<file path="src/rtl/dac_sample_streamer_pkg.sv">
// ---------------------------------------------------------------------------
// dac_sample_streamer_pkg
// Shared definitions for the DAC sample streamer: the streaming FSM state
// type, the DAC word width, the midscale codes for both sample formats and
// the fixed strap values driven onto the DAC mode pins.
// No ports (package).
// ---------------------------------------------------------------------------
package dac_sample_streamer_pkg;

    localparam int DAC_W = 10;

    localparam logic [DAC_W-1:0] MIDSCALE_OFFSET = 10'h200;
    localparam logic [DAC_W-1:0] MIDSCALE_TWOS   = 10'h000;

    localparam logic PINMD_VAL = 1'b1;
    localparam logic CLKMD_VAL = 1'b0;

    typedef enum logic [1:0] {
        IDLE  = 2'd0,
        RUN   = 2'd1,
        PWRDN = 2'd2
    } streamState_e;

    // Zero-amplitude code for the currently selected sample format.
    function automatic logic [DAC_W-1:0] midscale(input logic fmtTwos);
        return fmtTwos ? MIDSCALE_TWOS : MIDSCALE_OFFSET;
    endfunction

endpackage

</file>
<file path="src/rtl/dac_sample_fifo.sv">
// ---------------------------------------------------------------------------
// dac_sample_fifo
// Synchronous sample FIFO with the head word always presented on head_o
// straight from the storage registers, so the consumer can capture it on
// the same edge that pops it.
// Ports:
//   clk_i        clock, rising edge
//   rstN_i       synchronous active-low reset (empties the FIFO)
//   flush_i      synchronous flush, same effect as reset
//   push_i       write strobe (ignored when full)
//   pushData_i   sample to write
//   pop_i        read strobe (ignored when empty)
//   head_o       oldest stored sample
//   empty_o      no samples stored
//   full_o       DEPTH samples stored
//   level_o      current occupancy
// ---------------------------------------------------------------------------
module dac_sample_fifo
    import dac_sample_streamer_pkg::*;
#(
    parameter int DEPTH = 16
) (
    input  logic                    clk_i,
    input  logic                    rstN_i,
    input  logic                    flush_i,
    input  logic                    push_i,
    input  logic [DAC_W-1:0]        pushData_i,
    input  logic                    pop_i,
    output logic [DAC_W-1:0]        head_o,
    output logic                    empty_o,
    output logic                    full_o,
    output logic [$clog2(DEPTH):0]  level_o
);

    localparam int AW = $clog2(DEPTH);
    localparam logic [AW:0] FULL_LVL = (AW+1)'(DEPTH);

    logic [DAC_W-1:0] mem_q [DEPTH];
    logic [AW-1:0]    wrPtr_q;
    logic [AW-1:0]    rdPtr_q;
    logic [AW:0]      level_q;
    logic             doPush;
    logic             doPop;

    assign empty_o = (level_q == '0);
    assign full_o  = (level_q == FULL_LVL);
    assign doPush  = push_i && !full_o;
    assign doPop   = pop_i && !empty_o;
    assign head_o  = mem_q[rdPtr_q];
    assign level_o = level_q;

    // Pointers wrap naturally because DEPTH is a power of two; a push and a
    // pop in the same cycle leave the level untouched.
    always_ff @(posedge clk_i) begin
        if (!rstN_i || flush_i) begin
            wrPtr_q <= '0;
            rdPtr_q <= '0;
            level_q <= '0;
        end else begin
            if (doPush) begin
                wrPtr_q <= wrPtr_q + AW'(1);
            end
            if (doPop) begin
                rdPtr_q <= rdPtr_q + AW'(1);
            end
            if (doPush && !doPop) begin
                level_q <= level_q + (AW+1)'(1);
            end else if (doPop && !doPush) begin
                level_q <= level_q - (AW+1)'(1);
            end
        end
    end

    // Storage needs no reset; stale words are never visible while empty.
    always_ff @(posedge clk_i) begin
        if (doPush) begin
            mem_q[wrPtr_q] <= pushData_i;
        end
    end

endmodule

</file>
<file path="src/rtl/dac_sample_streamer.sv">
// ---------------------------------------------------------------------------
// dac_sample_streamer
// Streams buffered 10-bit samples to a parallel DAC. A programmable divider
// produces DCLKIO; each falling DCLKIO transition pops the next sample onto
// the data bus so it is stable for the DAC's rising-edge latch.
// Ports:
//   sys_clk_pin / sys_rst_pin   clock, synchronous active-low reset
//   enable, pwrdn_req           streaming enable and power-down request
//   div_val                     DCLKIO half-period minus one (0 treated as 1)
//   fmt_twos                    1 = two's-complement, 0 = offset binary
//   wr_valid/wr_data/wr_ready   upstream sample write port
//   underrun/underrun_clr       sticky underrun flag and its clear
//   fifo_level                  current FIFO occupancy
//   S_*_pin                     registered DAC pins
// ---------------------------------------------------------------------------
module dac_sample_streamer
    import dac_sample_streamer_pkg::*;
#(
    parameter int FIFO_DEPTH = 16,
    parameter int DIV_W      = 16
) (
    input  logic                         sys_clk_pin,
    input  logic                         sys_rst_pin,
    input  logic                         enable,
    input  logic [DIV_W-1:0]             div_val,
    input  logic                         fmt_twos,
    input  logic                         pwrdn_req,
    input  logic                         wr_valid,
    input  logic [DAC_W-1:0]             wr_data,
    output logic                         wr_ready,
    input  logic                         underrun_clr,
    output logic                         underrun,
    output logic [$clog2(FIFO_DEPTH):0]  fifo_level,
    output logic [0:DAC_W-1]             S_Data_pin,
    output logic                         S_DCLKIO_pin,
    output logic                         S_Clkout_pin,
    output logic                         S_PinMD_pin,
    output logic                         S_ClkMD_pin,
    output logic                         S_Format_pin,
    output logic                         S_PWRDN_pin
);

    streamState_e     state_q, state_d;
    logic [DIV_W-1:0] divCnt_q, divCnt_d;
    logic [DIV_W-1:0] divTop_q, divTop_d;
    logic             dclk_q, dclk_d;
    logic [DAC_W-1:0] data_q, data_d;
    logic             underrun_q, underrun_d;
    logic             pwrdn_q, pwrdn_d;
    logic             format_q, format_d;
    logic             rstDone_q;

    logic [DIV_W-1:0] divTopNew;
    logic             stayRun;
    logic             divTick;
    logic             fallTick;
    logic             fifoPush;
    logic             fifoFlush;
    logic [DAC_W-1:0] fifoHead;
    logic             fifoEmpty;
    logic             fifoFull;

    assign divTopNew = (div_val == '0) ? DIV_W'(1) : div_val;
    // Ticks only count while RUN persists; a tick on the cycle RUN is left is
    // discarded so DCLKIO simply parks low.
    assign stayRun   = (state_q == RUN) && (state_d == RUN);
    assign divTick   = stayRun && (divCnt_q == divTop_q);
    assign fallTick  = divTick && dclk_q;

    assign wr_ready  = rstDone_q && !fifoFull && (state_q != PWRDN);
    assign fifoPush  = wr_valid && wr_ready;
    assign fifoFlush = (state_d == PWRDN);

    dac_sample_fifo #(
        .DEPTH(FIFO_DEPTH)
    ) u_fifo (
        .clk_i      (sys_clk_pin),
        .rstN_i     (sys_rst_pin),
        .flush_i    (fifoFlush),
        .push_i     (fifoPush),
        .pushData_i (wr_data),
        .pop_i      (fallTick),
        .head_o     (fifoHead),
        .empty_o    (fifoEmpty),
        .full_o     (fifoFull),
        .level_o    (fifo_level)
    );

    // Power-down request overrides everything; otherwise enable moves
    // between IDLE and RUN, and PWRDN always passes back through IDLE.
    always_comb begin
        state_d = state_q;
        if (pwrdn_req) begin
            state_d = PWRDN;
        end else begin
            case (state_q)
                IDLE:    if (enable) state_d = RUN;
                RUN:     if (!enable) state_d = IDLE;
                PWRDN:   state_d = IDLE;
                default: state_d = IDLE;
            endcase
        end
    end

    // The divider period is reloaded only on a wrap or while not running,
    // so a div_val change never shortens or stretches a half-period in
    // flight.
    always_comb begin
        divCnt_d   = '0;
        divTop_d   = divTopNew;
        dclk_d     = dclk_q;
        data_d     = data_q;
        pwrdn_d    = (state_d != RUN);
        format_d   = fmt_twos;
        underrun_d = (underrun_q && !underrun_clr) || (fallTick && fifoEmpty);

        if (stayRun && !divTick) begin
            divCnt_d = divCnt_q + DIV_W'(1);
            divTop_d = divTop_q;
        end

        if (state_d == PWRDN) begin
            dclk_d = 1'b0;
            data_d = midscale(fmt_twos);
        end else if (state_d != RUN) begin
            dclk_d = 1'b0;
        end else if (divTick) begin
            dclk_d = !dclk_q;
            if (dclk_q && !fifoEmpty) begin
                data_d = fifoHead;
            end
        end
    end

    // rstDone_q holds off wr_ready for exactly the reset cycles.
    always_ff @(posedge sys_clk_pin) begin
        if (!sys_rst_pin) begin
            state_q    <= IDLE;
            divCnt_q   <= '0;
            divTop_q   <= DIV_W'(1);
            dclk_q     <= 1'b0;
            data_q     <= MIDSCALE_OFFSET;
            underrun_q <= 1'b0;
            pwrdn_q    <= 1'b1;
            format_q   <= 1'b0;
            rstDone_q  <= 1'b0;
        end else begin
            state_q    <= state_d;
            divCnt_q   <= divCnt_d;
            divTop_q   <= divTop_d;
            dclk_q     <= dclk_d;
            data_q     <= data_d;
            underrun_q <= underrun_d;
            pwrdn_q    <= pwrdn_d;
            format_q   <= format_d;
            rstDone_q  <= 1'b1;
        end
    end

    // data_q[DAC_W-1] lands on S_Data_pin[0], making bit 0 the MSB.
    assign S_Data_pin   = data_q;
    assign S_DCLKIO_pin = dclk_q;
    assign S_Clkout_pin = dclk_q;
    assign S_PinMD_pin  = PINMD_VAL;
    assign S_ClkMD_pin  = CLKMD_VAL;
    assign S_Format_pin = format_q;
    assign S_PWRDN_pin  = pwrdn_q;
    assign underrun     = underrun_q;

endmodule
</file>
<file path="config.mk">
export PLATFORM = sky130hd
export DESIGN_NAME = dac_sample_streamer
export DESIGN_NICKNAME = d
export VERILOG_FILES = /design/src/rtl/dac_sample_streamer_pkg.sv /design/src/rtl/dac_sample_fifo.sv /design/src/rtl/dac_sample_streamer.sv
export SDC_FILE = /design/constraint.sdc
export NUM_CORES = 1
export LEC_CHECK = 0
export BUFFER_PORTS_ARGS = -buffer_cell sky130_fd_sc_hd__buf_2
export CAP_MARGIN = 20
export CORE_MARGIN = 2
export CORE_UTILIZATION = 40
export CTS_CLUSTER_SIZE = 20
export DETAILED_ROUTE_END_ITERATION = 8
export SLEW_MARGIN = 20
export SYNTH_ARGS = -nofsm -noshare
export SYNTH_HDL_FRONTEND = slang
export SYNTH_SLANG_ARGS = --single-unit
</file>
<file path="constraint.sdc">
create_clock -name sys_clk_pin -period 4.6 [get_ports sys_clk_pin]
set_input_delay 0.23 -clock sys_clk_pin [delete_from_list [all_inputs] [get_ports sys_clk_pin]]
set_output_delay 0.23 -clock sys_clk_pin [all_outputs]
set_load 0.02 [all_outputs]
</file>
==> flow_results.org <==
** Power
- Relative contribution of sequential cells to total power :: 51.5%
- Switching power :: 0.865 mW
- Of the total power, the share spent switching nets is 20.2%.
- Leakage power summed over all cells :: 3.70 nW
- In this run, the clock network consumes 45.0% of the power.
- Of the total power, combinational logic draws 3.5%.
- Power density over the cells :: 398 nW/um^2
- Peak ir drop on the vdd network :: 0.000257 V
- Internal power comes to 3.42 mW.

** Timing
- Final WS setup :: 1180 ps
- The worst path in the final design needs a cycle of 3420 ps, including I/O delays and setup.
- Based on the critical path, the design can be clocked at up to 0.292 GHz.
- Setup repair after global routing left no endpoint under its margin.
- The number of hold violations in the final report was 0.
- Actual slew at the worst max-slew pin :: 814 ps
- Worst Hold Slack :: 45.4 ps
- In the final timing run, aggregate negative setup slack is 0 ps.
- Post-route fraction of the period consumed by the critical path :: 74.4%
- Worst Clk Skew :: 7.72 ps
- Final setup violating endpoints :: 0
- Slew Viols, Final :: 0
- The worst pin sits at a relative slew slack of 45.5%.

** Clock network
- Post-CTS setup buffer count :: 0
- Counting along the longest clock path gives a buffer depth of 3.
- CTS Root Cell :: sky130_fd_sc_hd__clkbuf_16
- Clock-pin slew was measured on the worst setup and hold paths at 60 ps.
- The tree built by TritonCTS fans out to 226 sinks.
- TritonCTS built the clock tree.
- The number of clock buffers added by TritonCTS is 24.
- Deepest level of the CTS H-tree :: 1
- PostCTS Resize Cnt :: 0
- The later pin in the worst-skew pair is clocked with a latency of 510 ps.

** Placement
- Pre-CTS WS :: 1300 ps
- Detailed placement finished with a half-perimeter wire length of 11600 microns.
- In this run the tool buffered the top-level ports with 53 buffer cells.
- After detailed placement, the total cell area comes to 9760 sq um.
- Routability-driven placement finished with a final weighted congestion of 0.821.

** Logic synthesis
- FFs w/ async S/R, synth :: 0%
- The Yosys step of the flow raised 0 warnings.
- Number of library cell types mapped by synthesis :: 53
- Counting every instance in the synthesized netlist gives 562.
- Flop and latch count out of synthesis :: 226
- Syn Area/Cell :: 16.3 sq um
- Counting every net in the synthesized netlist gives 608.
- Among all cell types in the netlist, the one instantiated most often is sky130_fd_sc_hd__edfxtp_1.
- Most area-hungry cell type in the Yosys netlist :: sky130_fd_sc_hd__edfxtp_1
- Cells taking the most area after synthesis :: sky130_fd_sc_hd__edfxtp_1, sky130_fd_sc_hd__dfxtp_1, sky130_fd_sc_hd__mux4_2
- Proportion of synthesized chip area in sequential cells :: 66.7%
- In this run, synthesis inferred 160 flip-flops with an integrated enable.
- Top post-synthesis cells by count :: sky130_fd_sc_hd__edfxtp_1, sky130_fd_sc_hd__dfxtp_1, sky130_fd_sc_hd__mux4_2
- In the synthesized netlist the dominant register cell turns out to be sky130_fd_sc_hd__edfxtp_1.
- The synthesized netlist occupies a cell area of 9180 sq um.
- Share of the synthesized area in the top cell type :: 52.3%

** GRT
- Number of antenna violations at the first check in global routing :: 0
- Maximum number of pins on one net before global-route repair :: 40
- The first global-routing pass estimated 28700 microns of wire.
- Global routing used 15.6% of the available tracks across all layers.
- Global routing finished with a remaining overflow of 0.
- The via count of the first global-routing pass is 5164.

** Detailed routing
- Detail-routed via count per cell :: 5.25
- The routed layout has 4978 vias.
- DR iter-0 viols :: 182
- The final layout contains routed wiring with a total length of 18700 microns.
- Routed wire per std cell :: 19.7 microns
- Initial DRT Pass Iterations :: 4
- Detail Route Antenna Nets :: 0
- For this run, design rule violations remaining after detail routing come to 0.

** Floorplan
- Die height :: 156 microns
- In this run the horizontal extent of the chip is 156 microns.
- For this design the top-level I/O count stands at 56.
- FP Rows :: 55
- The floorplan step defined a die boundary enclosing 24200 sq um.
- Starting Density :: 40.7%
- Placeable core region :: 22600 sq um

** Flow run
- The tool flagged a number of max-cap violations equal to 0.

** Worst hold path
- Class of the tightest hold or removal check :: in2reg

** Setup path
- Along the worst path, the maximum fanout reaches 5.
- The worst setup path is captured at a flip-flop.
- Type of origin of the critical path :: input port
- Critical path data arrival time :: 3850 ps
- Type of the worst setup path :: in2reg
- Critical path required time :: 5030 ps

** Layout
- At the end of the flow, the number of nets in the layout was 692.
- From synthesis to final layout, the design area changed by 17.1%.
- 0 antenna diodes ended up in the layout.
- Layout cell share with drive strength beyond 1 :: 27.3%
- Share of the core filled with cells in the final layout :: 47.6%
- Layout Cell Area excl Fill :: 10800 sq um

** Outcome
- Status :: completed
stage by stage:
stage          cells  power, mW
6_report         949       4.28
5_1_grt          949       4.42
4_1_cts          949       4.32
3_5_place_dp     886       2.39
3_3_place_gp     886       2.38
2_1_floorplan    562       2.33
power groups by stage:
stage	clock, mW	sequential [mW]	combinational [mW]
final	1.92	2.21	0.150
after global routing	2.04	2.21	0.166
after CTS	1.97	2.21	0.151
after detailed placement	0	2.25	0.139
after global placement	0	2.25	0.134
after floorplan	0	2.25	0.0788
per-layer routing:
metal	track usage [%]	wire length (microns)	part of all wire, %
met1	19.8	8090	43
met2	28.1	9430	50
met3	2.59	810	4.3
met4	3.76	374	2.0
met5	0	0	0
registers in the layout (all words and copies together), names as in the netlist, named ones only:
register and count:
u_fifo.wrPtr_q 4, divCnt_q 16, S_Clkout_pin 1, S_Format_pin 1, u_fifo.rdPtr_q 4, u_fifo.level_o 5, state_q 2, rstDone_q 1
underrun 1, u_fifo.mem_q 160, divTop_q 16, S_PWRDN_pin 1, S_Data_pin 10
critical path, stage by stage:
cell and delay (ps):
sky130_fd_sc_hd__dlygate4sd3_1 530, sky130_fd_sc_hd__buf_2 140, sky130_fd_sc_hd__nor3b_1 380, sky130_fd_sc_hd__ha_1 290, sky130_fd_sc_hd__and3b_1 290, sky130_fd_sc_hd__nand2_1 120
sky130_fd_sc_hd__or3_1 320, sky130_fd_sc_hd__ha_1 230, sky130_fd_sc_hd__inv_1 140, sky130_fd_sc_hd__ha_1 290, sky130_fd_sc_hd__a21o_1 190, sky130_fd_sc_hd__a21oi_1 160
sky130_fd_sc_hd__xnor2_1 90, sky130_fd_sc_hd__or3_1 310, sky130_fd_sc_hd__a21oi_1 140
logic make-up after synthesis:
family	count (synthesis)	share of synthesized area, %
buffers and inverters	55	3.05
AO/OA/AOI/OAI	57	5.18
AND/OR/NAND/NOR	118	7.17
other	2	0.0818
multiplexers	55	12.4
flip-flops	226	66.7
adder cells (fa/ha/maj)	13	1.85
XOR/XNOR	36	3.52
repair_timing:
item	CTS	global route
hold endpoints to repair	19	0
hold buffers	19	0
setup endpoints to repair	0	0
placed cells by master (no fill, tap or decap), types with 4 or more instances in the layout:
master and instances:
sky130_fd_sc_hd__buf_4 14, sky130_fd_sc_hd__nor4_1 6, sky130_fd_sc_hd__buf_2 53, sky130_fd_sc_hd__o21ai_0 4
sky130_fd_sc_hd__and2_1 9, sky130_fd_sc_hd__nand4_1 5, sky130_fd_sc_hd__xnor2_1 11, sky130_fd_sc_hd__nand2_1 15
sky130_fd_sc_hd__xor2_1 24, sky130_fd_sc_hd__clkbuf_16 25, sky130_fd_sc_hd__mux4_2 47, sky130_fd_sc_hd__mux2i_1 5
sky130_fd_sc_hd__clkbuf_1 5, sky130_fd_sc_hd__or3_1 5, sky130_fd_sc_hd__edfxtp_1 160, sky130_fd_sc_hd__a22o_1 15
sky130_fd_sc_hd__dlygate4sd3_1 19, sky130_fd_sc_hd__dfxtp_1 64, sky130_fd_sc_hd__nand3_1 10, sky130_fd_sc_hd__nor4_2 6
sky130_fd_sc_hd__inv_1 27, sky130_fd_sc_hd__nor3_1 5, sky130_fd_sc_hd__a21oi_1 13, sky130_fd_sc_hd__nor2_1 37
sky130_fd_sc_hd__clkinv_2 4, sky130_fd_sc_hd__o22ai_2 9, sky130_fd_sc_hd__ha_1 12
final timing paths:
check	start	endpoint	slack, ps	cells after the start
hold reg to reg	S_Data_pin[6]	S_Data_pin[6]	480	2
setup / recovery	pwrdn_req	u_fifo.level_o[4]	1180	15
setup reg to reg	u_fifo.level_o[0]	u_fifo.level_o[4]	1240	12
hold / removal	underrun_clr	underrun	50	3
area by class of cell:
type / count / area [sq um]
sequential: 226 / 6130
clock buffer: 33 / 686
tap: 285 / 357
clock inverter: 11 / 118
timing repair buffer: 86 / 561
fill: 1931 / 11800
multi-input combinational: 281 / 2800
inverter: 27 / 101
(Power assumes the default switching activity.)
